$ cat src/rtl/cellrv32_bus_arbiter.sv
// Two-host arbiter for the processor-internal bus: port A (data, r/w) and port B (fetch, read-only).
// Default build: fixed priority for A with a B starvation limit. Define CELLRV32_BUSARB_RR_EN for round-robin.
module cellrv32_bus_arbiter #(
  parameter int B_STARVE_LIMIT = 4
) (
  input  logic        clk_i,
  input  logic        rstn_i,
  input  logic [31:0] a_addr_i,
  input  logic        a_rden_i,
  input  logic        a_wren_i,
  input  logic [3:0]  a_ben_i,
  input  logic [31:0] a_wdata_i,
  output logic [31:0] a_rdata_o,
  output logic        a_ack_o,
  output logic        a_err_o,
  input  logic [31:0] b_addr_i,
  input  logic        b_rden_i,
  output logic [31:0] b_rdata_o,
  output logic        b_ack_o,
  output logic        b_err_o,
  output logic [31:0] p_bus_addr_o,
  output logic        p_bus_rden_o,
  output logic        p_bus_wren_o,
  output logic [3:0]  p_bus_ben_o,
  output logic [31:0] p_bus_wdata_o,
  input  logic [31:0] p_bus_rdata_i,
  input  logic        p_bus_ack_i,
  input  logic        p_bus_err_i
);

  typedef enum logic [1:0] {IDLE, BUSY_A, BUSY_B} state_t;

  state_t      state_q, state_d;
  logic        a_pend_q, b_pend_q;
  logic [31:0] a_addr_q, a_wdata_q, b_addr_q;
  logic [3:0]  a_ben_q;
  logic        a_we_q;
  logic        rden_p1, wren_p1;

  logic a_req, a_cap, b_cap, a_want, b_want, a_we_eff;
  logic grant_a, grant_b, done, busy_a, busy_b, tie_b;

  assign a_req    = a_rden_i | a_wren_i;
  assign a_cap    = a_req & ~a_pend_q;
  assign b_cap    = b_rden_i & ~b_pend_q;
  assign a_want   = a_pend_q | a_req;
  assign b_want   = b_pend_q | b_rden_i;
  assign a_we_eff = a_pend_q ? a_we_q : a_wren_i;
  assign busy_a   = (state_q == BUSY_A);
  assign busy_b   = (state_q == BUSY_B);
  assign done     = (busy_a | busy_b) & (p_bus_ack_i | p_bus_err_i);

`ifdef CELLRV32_BUSARB_RR_EN
  // last_b_q = 1 means B received the most recent grant
  logic last_b_q;
  assign tie_b = ~last_b_q;

  always_ff @(posedge clk_i or negedge rstn_i) begin
    if (!rstn_i) begin
      last_b_q <= 1'b1;
    end else if (grant_a | grant_b) begin
      last_b_q <= grant_b;
    end
  end
`else
  localparam int CNT_W = (B_STARVE_LIMIT > 0) ? $clog2(B_STARVE_LIMIT + 1) : 1;
  logic [CNT_W-1:0] starve_cnt_q;
  assign tie_b = (B_STARVE_LIMIT != 0) && (starve_cnt_q == CNT_W'(B_STARVE_LIMIT));

  always_ff @(posedge clk_i or negedge rstn_i) begin
    if (!rstn_i) begin
      starve_cnt_q <= '0;
    end else if (grant_b) begin
      starve_cnt_q <= '0;
    end else if (grant_a && b_want && (B_STARVE_LIMIT != 0)) begin
      starve_cnt_q <= starve_cnt_q + 1'b1;
    end
  end
`endif

  always_comb begin
    state_d = state_q;
    grant_a = 1'b0;
    grant_b = 1'b0;
    unique case (state_q)
      IDLE: begin
        if (a_want && b_want) begin
          grant_b = tie_b;
          grant_a = ~tie_b;
        end else begin
          grant_a = a_want;
          grant_b = b_want;
        end
        if (grant_a) begin
          state_d = BUSY_A;
        end else if (grant_b) begin
          state_d = BUSY_B;
        end
      end
      BUSY_A, BUSY_B: begin
        if (done) state_d = IDLE;
      end
      default: state_d = IDLE;
    endcase
  end

  // Grant edge: state, pending flags and the one-cycle device pulse
  always_ff @(posedge clk_i or negedge rstn_i) begin
    if (!rstn_i) begin
      state_q  <= IDLE;
      a_pend_q <= 1'b0;
      b_pend_q <= 1'b0;
      rden_p1  <= 1'b0;
      wren_p1  <= 1'b0;
    end else begin
      state_q <= state_d;
      rden_p1 <= (grant_a & ~a_we_eff) | grant_b;
      wren_p1 <= grant_a & a_we_eff;
      if (done && busy_a) begin
        a_pend_q <= 1'b0;
      end else if (a_cap) begin
        a_pend_q <= 1'b1;
      end
      if (done && busy_b) begin
        b_pend_q <= 1'b0;
      end else if (b_cap) begin
        b_pend_q <= 1'b1;
      end
    end
  end

  // Request buffers hold the first request until its pending flag clears
  always_ff @(posedge clk_i) begin
    if (a_cap) begin
      a_addr_q  <= a_addr_i;
      a_ben_q   <= a_ben_i;
      a_wdata_q <= a_wdata_i;
      a_we_q    <= a_wren_i;
    end
    if (b_cap) begin
      b_addr_q <= b_addr_i;
    end
  end

  assign p_bus_rden_o  = rden_p1;
  assign p_bus_wren_o  = wren_p1;
  assign p_bus_addr_o  = busy_a ? a_addr_q : (busy_b ? b_addr_q : 32'h0);
  assign p_bus_ben_o   = busy_a ? a_ben_q : (busy_b ? 4'hF : 4'h0);
  assign p_bus_wdata_o = busy_a ? a_wdata_q : 32'h0;

  // Error wins over acknowledge; only the granted host sees the response
  assign a_err_o   = busy_a & p_bus_err_i;
  assign a_ack_o   = busy_a & p_bus_ack_i & ~p_bus_err_i;
  assign a_rdata_o = a_ack_o ? p_bus_rdata_i : 32'h0;
  assign b_err_o   = busy_b & p_bus_err_i;
  assign b_ack_o   = busy_b & p_bus_ack_i & ~p_bus_err_i;
  assign b_rdata_o = b_ack_o ? p_bus_rdata_i : 32'h0;

endmodule
$ cat config.mk
export PLATFORM = sky130hd
export DESIGN_NAME = cellrv32_bus_arbiter
export DESIGN_NICKNAME = d
export VERILOG_FILES = /design/src/rtl/cellrv32_bus_arbiter.sv
export SDC_FILE = /design/constraint.sdc
export NUM_CORES = 1
export LEC_CHECK = 0
export ABC_AREA = 1
export BUFFER_PORTS_ARGS = -buffer_cell sky130_fd_sc_hd__buf_2
export CAP_MARGIN = 20
export CORE_AREA = 2 2 107 109
export CTS_CLUSTER_DIAMETER = 150
export DETAILED_ROUTE_END_ITERATION = 10
export DIE_AREA = 0 0 109 111
export GPL_TIMING_DRIVEN = 1
export HOLD_SLACK_MARGIN = 0.1
export MAX_ROUTING_LAYER = met4
export PLACE_DENSITY = 0.8
export REMOVE_ABC_BUFFERS = 1
export SLEW_MARGIN = 20
export SYNTH_ARGS = -nofsm -noshare
export SYNTH_HDL_FRONTEND = slang
export SYNTH_SLANG_ARGS = --single-unit
$ cat constraint.sdc
create_clock -name clk_i -period 6.2 [get_ports clk_i]
set_input_delay 1.55 -clock clk_i [delete_from_list [all_inputs] [get_ports clk_i]]
set_output_delay 1.55 -clock clk_i [all_outputs]
set_load 0.01 [all_outputs]
# Word-level counts from Yosys, hierarchy flattened

Cells that the tools add are included.

Register bits after elaboration: 110
Input bits: 139
Output and inout port bits: 138
Logic and storage cells: 73

Add/subtract/negate cells: 1
Equal/unequal tests: 5
Muxes and demuxes: 24
Bitwise logic cells: 22
Reductions and logical operators: 10

Operators with widths:

| kind                | number |
|---|---|
| $mux 32             | 5 |
| $and 1x1->1         | 11 |
| $mux 1              | 11 |
| $mux 4              | 2 |
| $mux 2              | 3 |
| $mux 3              | 2 |
| $or 1x1->1          | 6 |
| $reduce_bool 2->1   | 3 |
| $not 1->1           | 5 |
| $logic_and 1x1->1   | 4 |
| $pmux 2 s2          | 1 |
| $add 3x1->3 const B | 1 |
| $eq 3x3->1 const B  | 1 |
| $ne 3x3->1 const B  | 1 |
| $eq 2x1->1 const B  | 1 |
| $eq 2x2->1 const B  | 1 |
| $logic_not 2->1     | 1 |
| $ne 2x2->1 const B  | 1 |
| $reduce_and 2->1    | 1 |
| $reduce_or 2->1     | 1 |

# Logic depth before layout (Yosys ltp)

Gate-level depths: netlist of the first run.

Depth after elaboration: 9
Mapped depth: 8
Gate-level depth less buffers: 8

# Worst setup path after synthesis of the first run

OpenSTA, ideal clock, no wires.

Path type: input-to-reg
From: input port a_rden_i
To: register a_addr_q[0], enable pin
Setup time: 0.498 ns
Arrival time: 4.502 ns
Required time: 5.702 ns
Setup slack: 1.200 ns
Stages on the path: 2
Cell sequence: nor2_2 nor2_1

Cells in the longest elaborated chain, start to end: 2

Ends and longest elaborated chain:

| what                 | RTL line | source |
|---|---|---|
| from (decl)          | 9        | `input logic a_rden_i,` |
| $or 1x1->1           | 43       | `assign a_req = a_rden_i \| a_wren_i;` |
| $and 1x1->1          | 44       | `assign a_cap = a_req & ~a_pend_q;` |
| via a_cap            | 40       | `logic a_req, a_cap, b_cap, a_want, b_want, a_we_eff;` |
| to (signal assigned) | 135      | `a_addr_q <= a_addr_i;` |
| to (decl)            | 35       | `logic [31:0] a_addr_q, a_wdata_q, b_addr_q;` |

The timed path passes the listed nets, and every way through them passes these cells.
A chain may end at the register's enable or synchronous reset.

# Worst setup path in the final report of the first run

From: input port p_bus_err_i
To: output port b_rdata_o[20]

Cells in the longest elaborated chain, start to end: 3

Ends and longest elaborated chain:

| what        | RTL line | source |
|---|---|---|
| from (decl) | 28       | `input logic p_bus_err_i` |
| $not 1->1   | 156      | `assign b_ack_o = busy_b & p_bus_ack_i & ~p_bus_err_i;` |
| $and 1x1->1 | 156      |  |
| $mux 32     | 157      | `assign b_rdata_o = b_ack_o ? p_bus_rdata_i : 32'h0;` |
| to (decl)   | 18       | `output logic [31:0] b_rdata_o,` |

Every way passes these cells.

==> metrics.csv, run 1 <==
metric,value,unit
crit path launch type,primary input,
Final Hold Fails,0,
setup bufs post-CTS,0,
distinct cell type count after synthesis,18,
DP Worst Slack,2.14,ns
total CTS buffers,9,
RePlAce Congestion,0.840,
Synth Area in Simple Gates,21.8,%
DIE AREA,0.0121,sq mm
"Reg clk slew, reported paths",0.07,ns
Buffers on Ports,276,
n_diodes,0,
crit-path most repeated cell,buf_2,
CP top delay family,simple AND/OR/NAND/NOR gates,
Die H,111,um
worst setup path category,primary input to primary output,
Max Root-Sink Buffers,2,
CTS tree,done,
Worst Setup End Kind,primary output,
pins over their slew limit,0,
hold buffers post-CTS,0,
DRC Markers,0,
crit-path max FO,33,
initial antenna violation count,1,
grt total ovfl,0,
Post-Route WL,12400,um
crit path cell chain,buf_2 -> inv_2 -> nand3_4 -> nor2_1 -> buf_2,
Final #Nets,884,
dpl hpwl,9410,um
power after layout,2.42,mW
CP required,4.65,ns
Die X,109,um
top cells by instance count after synthesis,"129 x nand2_1, 101 x edfxtp_1, 85 x inv_1",
"Async S/R FF share, synth",8.18,%
Site Rows,39,
largest family of logic cells by synthesized area,simple AND/OR/NAND/NOR gates,
setup ws final,2.15,ns
Synth area leaders,"edfxtp_1 62%, nand2_1 9.9%, inv_1 6.5%, dfrtp_1 4.6%, nand3_1 3.9%",
hold slack,0.522,ns
Final Cycle Share,65.3,%
quantity of gates resized following cts,0,
# clock sinks,110,
arrival time worst endpoint,2.50,ns
core area,0.0111,sq mm
Ys Warns,0,
Setup-failing EPs final,0,
CP startpoint,p_bus_err_i,
vias in the first global route,3807,
Pwr per Cell Area,366,mW/mm^2
worst vdd ir,0.227,mV
Buf/Inv on CP,3,
Syn Inst Count,471,
"EDFF count, synth",101,
status,"complete, no violations",
vias per cell,4.54,
"count leader, synth",nand2_1,
setup TNS,0,ns
Main synth FF type,edfxtp_1,
sequential cell area fraction in the yosys report,66.6,%
drt first-iter violations,216,
Setup Skew,0.00578,ns
Post-DRT Antenna Nets,0,
"flops & latches, synth",110,
Synth area leader,edfxtp_1,
Worst path slowest cell,nand3_4,
worst r2r src,state_q[1]$_DFFE_PN0P_,
first drt pass iteration count,4,
Max transition margin,35.5,%
DP Cell Count,872,
largest net degree at the start of global routing,57,
CP peak stage delay,0.36,ns
vias,4033,
Initial Util,44.2,%
fmax,0.247,GHz
mux cell area share after synthesis,0,%
RSZ-0062 raised after global routing,no,
Synth Area in Compound Gates,0.409,%
clock latency on the worst-skew pair,0.34,ns
Area Growth Syn to Fin,35.4,%
Root Driver,clkbuf_16,
Post-Synth Adder-Cell Area,1.28,%
fin crit period,4.05,ns
Synth Area in XOR/XNOR,0.179,%
hold_sp,state_q[0]$_DFFE_PN0P_,
H-tree level count,3,
first-pass GRT wire length,18500,um
Routed WL per cell,14.0,um
Synth Cell Area,0.00489,sq mm
Mean Syn Cell Area,10.4,sq um
Yosys top cell area share,62.0,%
non-filler instance count after layout,888,
Slew @ Worst Pin,0.966,ns
io pins,277,
layout cells sized above 1,43.9,%
static leakage,3.66,nW
worst hold path type,flop to flop,
total track usage,20.9,%
Max Cap Viol,0,
[worst reg2reg max path: cells and delay by family, from the launching register on]
family        cells  cell delay [ns]
buf+inv           3             0.65
fa+ha+maj         1             0.64
simple gates      2             0.25
flops             1             0.41
[sequential cells by signal (all words and copies together), names as in the netlist]
register,count
starve_cnt_q,3
a_we_q,1
a_ben_q,4
a_pend_q,1
state_q,2
p_bus_rden_o,1
a_addr_q,32
a_wdata_q,32
p_bus_wren_o,1
b_pend_q,1
b_addr_q,32
[cells in the final DEF, fill, tap and decap left out]
cell        instances
inv_2               2
ha_2                1
inv_6               1
nand4_1             2
buf_2             276
clkbuf_16           9
nor2_4              3
nand3_4             2
clkbuf_1            1
dfrtp_1             9
clkinv_1            1
buf_4               3
nor2_2             25
inv_8               1
edfxtp_1          101
xor2_1              1
nand2_2             1
inv_1              85
clkinv_8            1
nand3_1            38
clkinvlp_4          1
nor2_1             43
ha_1                4
nand2_1           129
o21ai_0             4
clkinv_4            1
[through the flow]
step,util [%],area (sq um)
final,59.8,6630
after global routing,59.8,6630
after CTS,59.8,6630
after detailed placement,57.2,6340
after global placement,57.2,6340
after floorplan,-,4740
[final timing paths]
path | slack (ns) | depth (start not counted) | to
max | 2.15 | 5 | b_rdata_o[20]
min | 0.52 | 2 | state_q[0]$_DFFE_PN0P_
max reg2reg | 4.16 | 6 | a_pend_q$_DFFE_PN0P_
min reg2reg | 0.52 | 2 | state_q[0]$_DFFE_PN0P_
max in group asynchronous | 4.98 | 1 | b_pend_q$_DFFE_PN0P_
min in group asynchronous | 1.04 | 1 | p_bus_wren_o$_DFF_PN0_
[logic make-up (layout without fill, tap and decap cells)]
group	Yosys count	after routing
buf+inv	108	382
flops	110	110
simple gates	243	243
xor+xnor	1	1
fa+ha+maj	5	5
compound gates	4	4
[layer usage]
layer	up-vias	routed length (um)	track usage [%]
li1	2004	-	-
met1	1801	4740	23.5
met2	207	6340	35.7
met3	21	1090	5.23
met4	0	263	7.44
met5	-	0	-
[power breakdown]
part / switching, mW / internal [mW]
clock: 0.272 / 0.280
sequential: 0.0341 / 0.933
combinational: 0.599 / 0.305
[cell type report]
cell class              count  area [sq um]
repair buffers            279          1400
well taps                 143           179
clock buffers              10           229
inverters                  87           327
multi-input cells         253          1170
clock inverters             6          56.3
fillers                   923          4450
flip-flops and latches    110          3260
Power figures use the tool's default switching activity.
==> run 2, diff against run 1 <==
--- a/config.mk
+++ b/config.mk
@@ -5,17 +5,17 @@
 export SDC_FILE = /design/constraint.sdc
 export NUM_CORES = 1
 export LEC_CHECK = 0
-export ABC_AREA = 1
+export ABC_AREA = 0
 export BUFFER_PORTS_ARGS = -buffer_cell sky130_fd_sc_hd__buf_2
 export CAP_MARGIN = 20
-export CORE_AREA = 2 2 107 109
+export CORE_MARGIN = 2
+export CORE_UTILIZATION = 39
 export CTS_CLUSTER_DIAMETER = 150
 export DETAILED_ROUTE_END_ITERATION = 10
-export DIE_AREA = 0 0 109 111
 export GPL_TIMING_DRIVEN = 1
 export HOLD_SLACK_MARGIN = 0.1
 export MAX_ROUTING_LAYER = met4
-export PLACE_DENSITY = 0.8
+export PLACE_DENSITY = 0.75
 export REMOVE_ABC_BUFFERS = 1
 export SLEW_MARGIN = 20
 export SYNTH_ARGS = -nofsm -noshare
==> constraint.sdc (replaced) <==
create_clock -name clk_i -period 3.3 [get_ports clk_i]
set_input_delay 0.825 -clock clk_i [delete_from_list [all_inputs] [get_ports clk_i]]
set_output_delay 0.825 -clock clk_i [all_outputs]
set_load 0.01 [all_outputs]
==> run 2 against run 1 <==
  * The flow now finishes with violations (DRC)
  * Flip-flop and latch count stayed put
  * Die area is 5.7% higher
  * Core utilization is 3.7 points lower
  * Area after synthesis is 5.1% lower
  * Highest routed layer unchanged
==> metrics.csv, run 2 <==
metric,value,unit,change
worst r2r src,b_pend_q$_DFFE_PN0P_,,was state_q[1]$_DFFE_PN0P_
Die H,113,um,was 111 um
area of the multi-input gates,0.00125,sq mm,was 0.00117 sq mm
Largest regs,"a_addr_q x32, a_wdata_q x32, b_addr_q x32",,unchanged
sequential cell area fraction in the yosys report,70.2,%,was 66.6%
status,finished with violations,,"was complete, no violations"
arrival time worst endpoint,1.98,ns,was 2.50 ns
setup ws final,0.493,ns,was 2.15 ns
clock latency on the worst-skew pair,0.34,ns,about the same
grt total ovfl,0,,unchanged
worst hold path type,primary input to asynchronous set/reset pin,,was flop to flop
pins over their slew limit,0,,unchanged
Main synth FF type,edfxtp_1,,unchanged
total CTS buffers,9,,unchanged
Die X,113,um,was 109 um
dpl hpwl,9860,um,was 9410 um
"commonest non-fill, non-tap cell in the layout",buf_2,,unchanged
"count leader, synth",edfxtp_1,,was nand2_1
setup bufs post-CTS,0,,unchanged
drt first-iter violations,138,,was 216
largest net degree at the start of global routing,44,,was 57
Post-DRT Antenna Nets,0,,unchanged
Final Hold Fails,0,,unchanged
Slew @ Worst Pin,0.478,ns,was 0.966 ns
"EDFF count, synth",101,,unchanged
Buffers on Ports,276,,unchanged
Yosys top cell area share,65.3,%,was 62.0%
RSZ-0062 raised after global routing,no,,unchanged
Max Cap Viol,0,,unchanged
Fillers,975,,was 923
Synth area leader,edfxtp_1,,unchanged
hold buffers post-CTS,0,,unchanged
mux cell area share after synthesis,0.216,%,was 0%
Pwr per Cell Area,711,mW/mm^2,was 366 mW/mm^2
DIE AREA,0.0128,sq mm,was 0.0121 sq mm
DRC Markers,20,,was 0
"Async S/R FF share, synth",8.18,%,unchanged
top cells by instance count after synthesis,"101 x edfxtp_1, 98 x and2_1, 33 x a22o_1",,"was 129 x nand2_1, 101 x edfxtp_1, 85 x inv_1"
"Reg clk slew, reported paths",0.07,ns,about the same
Area Growth Syn to Fin,39.3,%,was 35.4%
Syn Inst Count,304,,was 471
initial antenna violation count,6,,was 1
Synth Area in XOR/XNOR,0,%,was 0.179%
vias per cell,4.73,,was 4.54
layout cells sized above 1,52.6,%,was 43.9%
Final Cycle Share,85.1,%,
failing checks,DRC,,
Final #Nets,723,,was 884
Setup Skew,0.00994,ns,was 0.00578 ns
power after layout,4.60,mW,was 2.42 mW
Max Root-Sink Buffers,2,,unchanged
Synth Area in Compound Gates,9.06,%,was 0.409%
most frequent cells in the layout,"276 x buf_2, 101 x edfxtp_1, 98 x and2_1, 33 x a22o_1",,"was 276 x buf_2, 129 x nand2_1, 101 x edfxtp_1, 85 x inv_1, 43 x nor2_1"
DP Worst Slack,0.687,ns,was 2.14 ns
CTS tree,done,,unchanged
vias in the first global route,3388,,was 3807
worst setup path category,flop to primary output,,was primary input to primary output
Initial Util,40.3,%,was 44.2%
Routed WL per cell,17.1,um,was 14.0 um
crit path launch type,flop,,was primary input
Ys Warns,0,,unchanged
Reg area,0.00326,sq mm,unchanged
CP required,2.47,ns,was 4.65 ns
Setup-failing EPs final,0,,unchanged
distinct cell type count after synthesis,32,,was 18
DP Cell Count,711,,was 872
io pins,277,,unchanged
worst vdd ir,0.473,mV,was 0.227 mV
"flops & latches, synth",110,,unchanged
Synth Area in Simple Gates,15.9,%,was 21.8%
quantity of gates resized following cts,0,,unchanged
first drt pass iteration count,7,,was 4
total track usage,19.6,%,was 20.9%
Synth Cell Area,0.00464,sq mm,was 0.00489 sq mm
vias,3460,,was 4033
# clock sinks,110,,unchanged
H-tree level count,3,,unchanged
worst reg2reg path depth,2,,was 6
fmax,0.356,GHz,
non-filler instance count after layout,731,,was 888
crit-path max FO,25,,was 33
core area,0.0115,sq mm,was 0.0111 sq mm
largest family of logic cells by synthesized area,simple AND/OR/NAND/NOR gates,,unchanged
Mean Syn Cell Area,15.3,sq um,was 10.4 sq um
Post-Route WL,12500,um,was 12400 um
static leakage,3.05,nW,was 3.66 nW
Root Driver,clkbuf_16,,unchanged
Max transition margin,68.1,%,was 35.5%
Post-Synth Adder-Cell Area,1.35,%,was 1.28%
Synth area leaders,"edfxtp_1 65%, and2_1 13%, a22o_1 6.2%, dfrtp_1 4.9%, buf_6 1.5%",,"was edfxtp_1 62%, nand2_1 9.9%, inv_1 6.5%, dfrtp_1 4.6%, nand3_1 3.9%"
Worst Setup End Kind,primary output,,unchanged
fin crit period,2.81,ns,
CP startpoint,state_q[0]$_DFFE_PN0P_,,was p_bus_err_i
Site Rows,39,,unchanged
RePlAce Congestion,0.977,,was 0.840
first-pass GRT wire length,18100,um,was 18500 um
-- run 2: cell types whose count changed in the layout (fill, tap and decap cells not counted), moves of 4 or more --
cell / change
and2_1: +98
nand2_1: -128
diode_2: +6
a22o_1: +33
nor2_2: -25
nand3_1: -37
nor2_1: -39
a21o_1: +5
a21oi_1: +4
inv_1: -80
-- run 2: metal layers --
metal	routed length (um)	track usage (%)	part of all wire, %
met4	380	11.1	3.0
met5	0	-	0
met3	996	5.78	8.0
met2	6850	34.6	55
met1	4240	19.1	34
-- run 2: cell type report --
class | instances | area share, %
Clock inverter | 3 | 1.06
Antenna cell | 6 | 0.232
Timing Repair Buffer | 282 | 22.3
Tap cell | 143 | 2.77
Inverter | 5 | 0.290
Clock buffer | 11 | 3.60
Sequential cell | 110 | 50.4
Multi-Input combinational cell | 171 | 19.4
-- run 2: path summary, 6_finish.rpt --
path | to | slack (ns)
worst max-delay path | p_bus_addr_o[27] | 0.49
worst min-delay path | p_bus_wren_o$_DFF_PN0_ | 0.32
worst max register to register | b_addr_q[14]$_DFFE_PP_ | 1.84
worst min register to register | starve_cnt_q[1]$_DFFE_PN0P_ | 0.55
max in group asynchronous | starve_cnt_q[1]$_DFFE_PN0P_ | 2.79
min in group clk_i | starve_cnt_q[1]$_DFFE_PN0P_ | 0.55
-- run 2: cell families after synthesis --
kind of cell | count (synthesis)
AOI/OAI and AO/OA | 50
and+or+nand+nor | 115
DFF | 110
muxes | 1
adders and majority gates | 5
buffers and inverters | 23
-- run 2: stage by stage --
| stage | hold slack, ns | instance area, sq um | utilization (%) | setup TNS, ns |
|---|---|---|---|---|
| floorplan | 0.500 | 4510 | - | -66.99 |
| global placement | 0.513 | 6150 | 53.4 | 0 |
| detailed placement | 0.539 | 6150 | 53.4 | 0 |
| CTS | 0.310 | 6450 | 56.0 | 0 |
| global route | 0.326 | 6470 | 56.1 | 0 |
| finish | 0.325 | 6470 | 56.1 | 0 |
-- run 2: power by group --
part / internal [mW] / switching, mW / total, mW
registers: 1.75 / 0.0712 / 1.83
clock network: 0.660 / 0.453 / 1.11
logic: 0.726 / 0.934 / 1.66
-- run 2: critical path, cell delays in order (launching register included) --
cell	delay, ns
dfrtp_1	0.38
inv_1	0.10
ha_1	0.22
nor2b_4	0.40
buf_12	0.22
a22o_1	0.17
buf_2	0.14
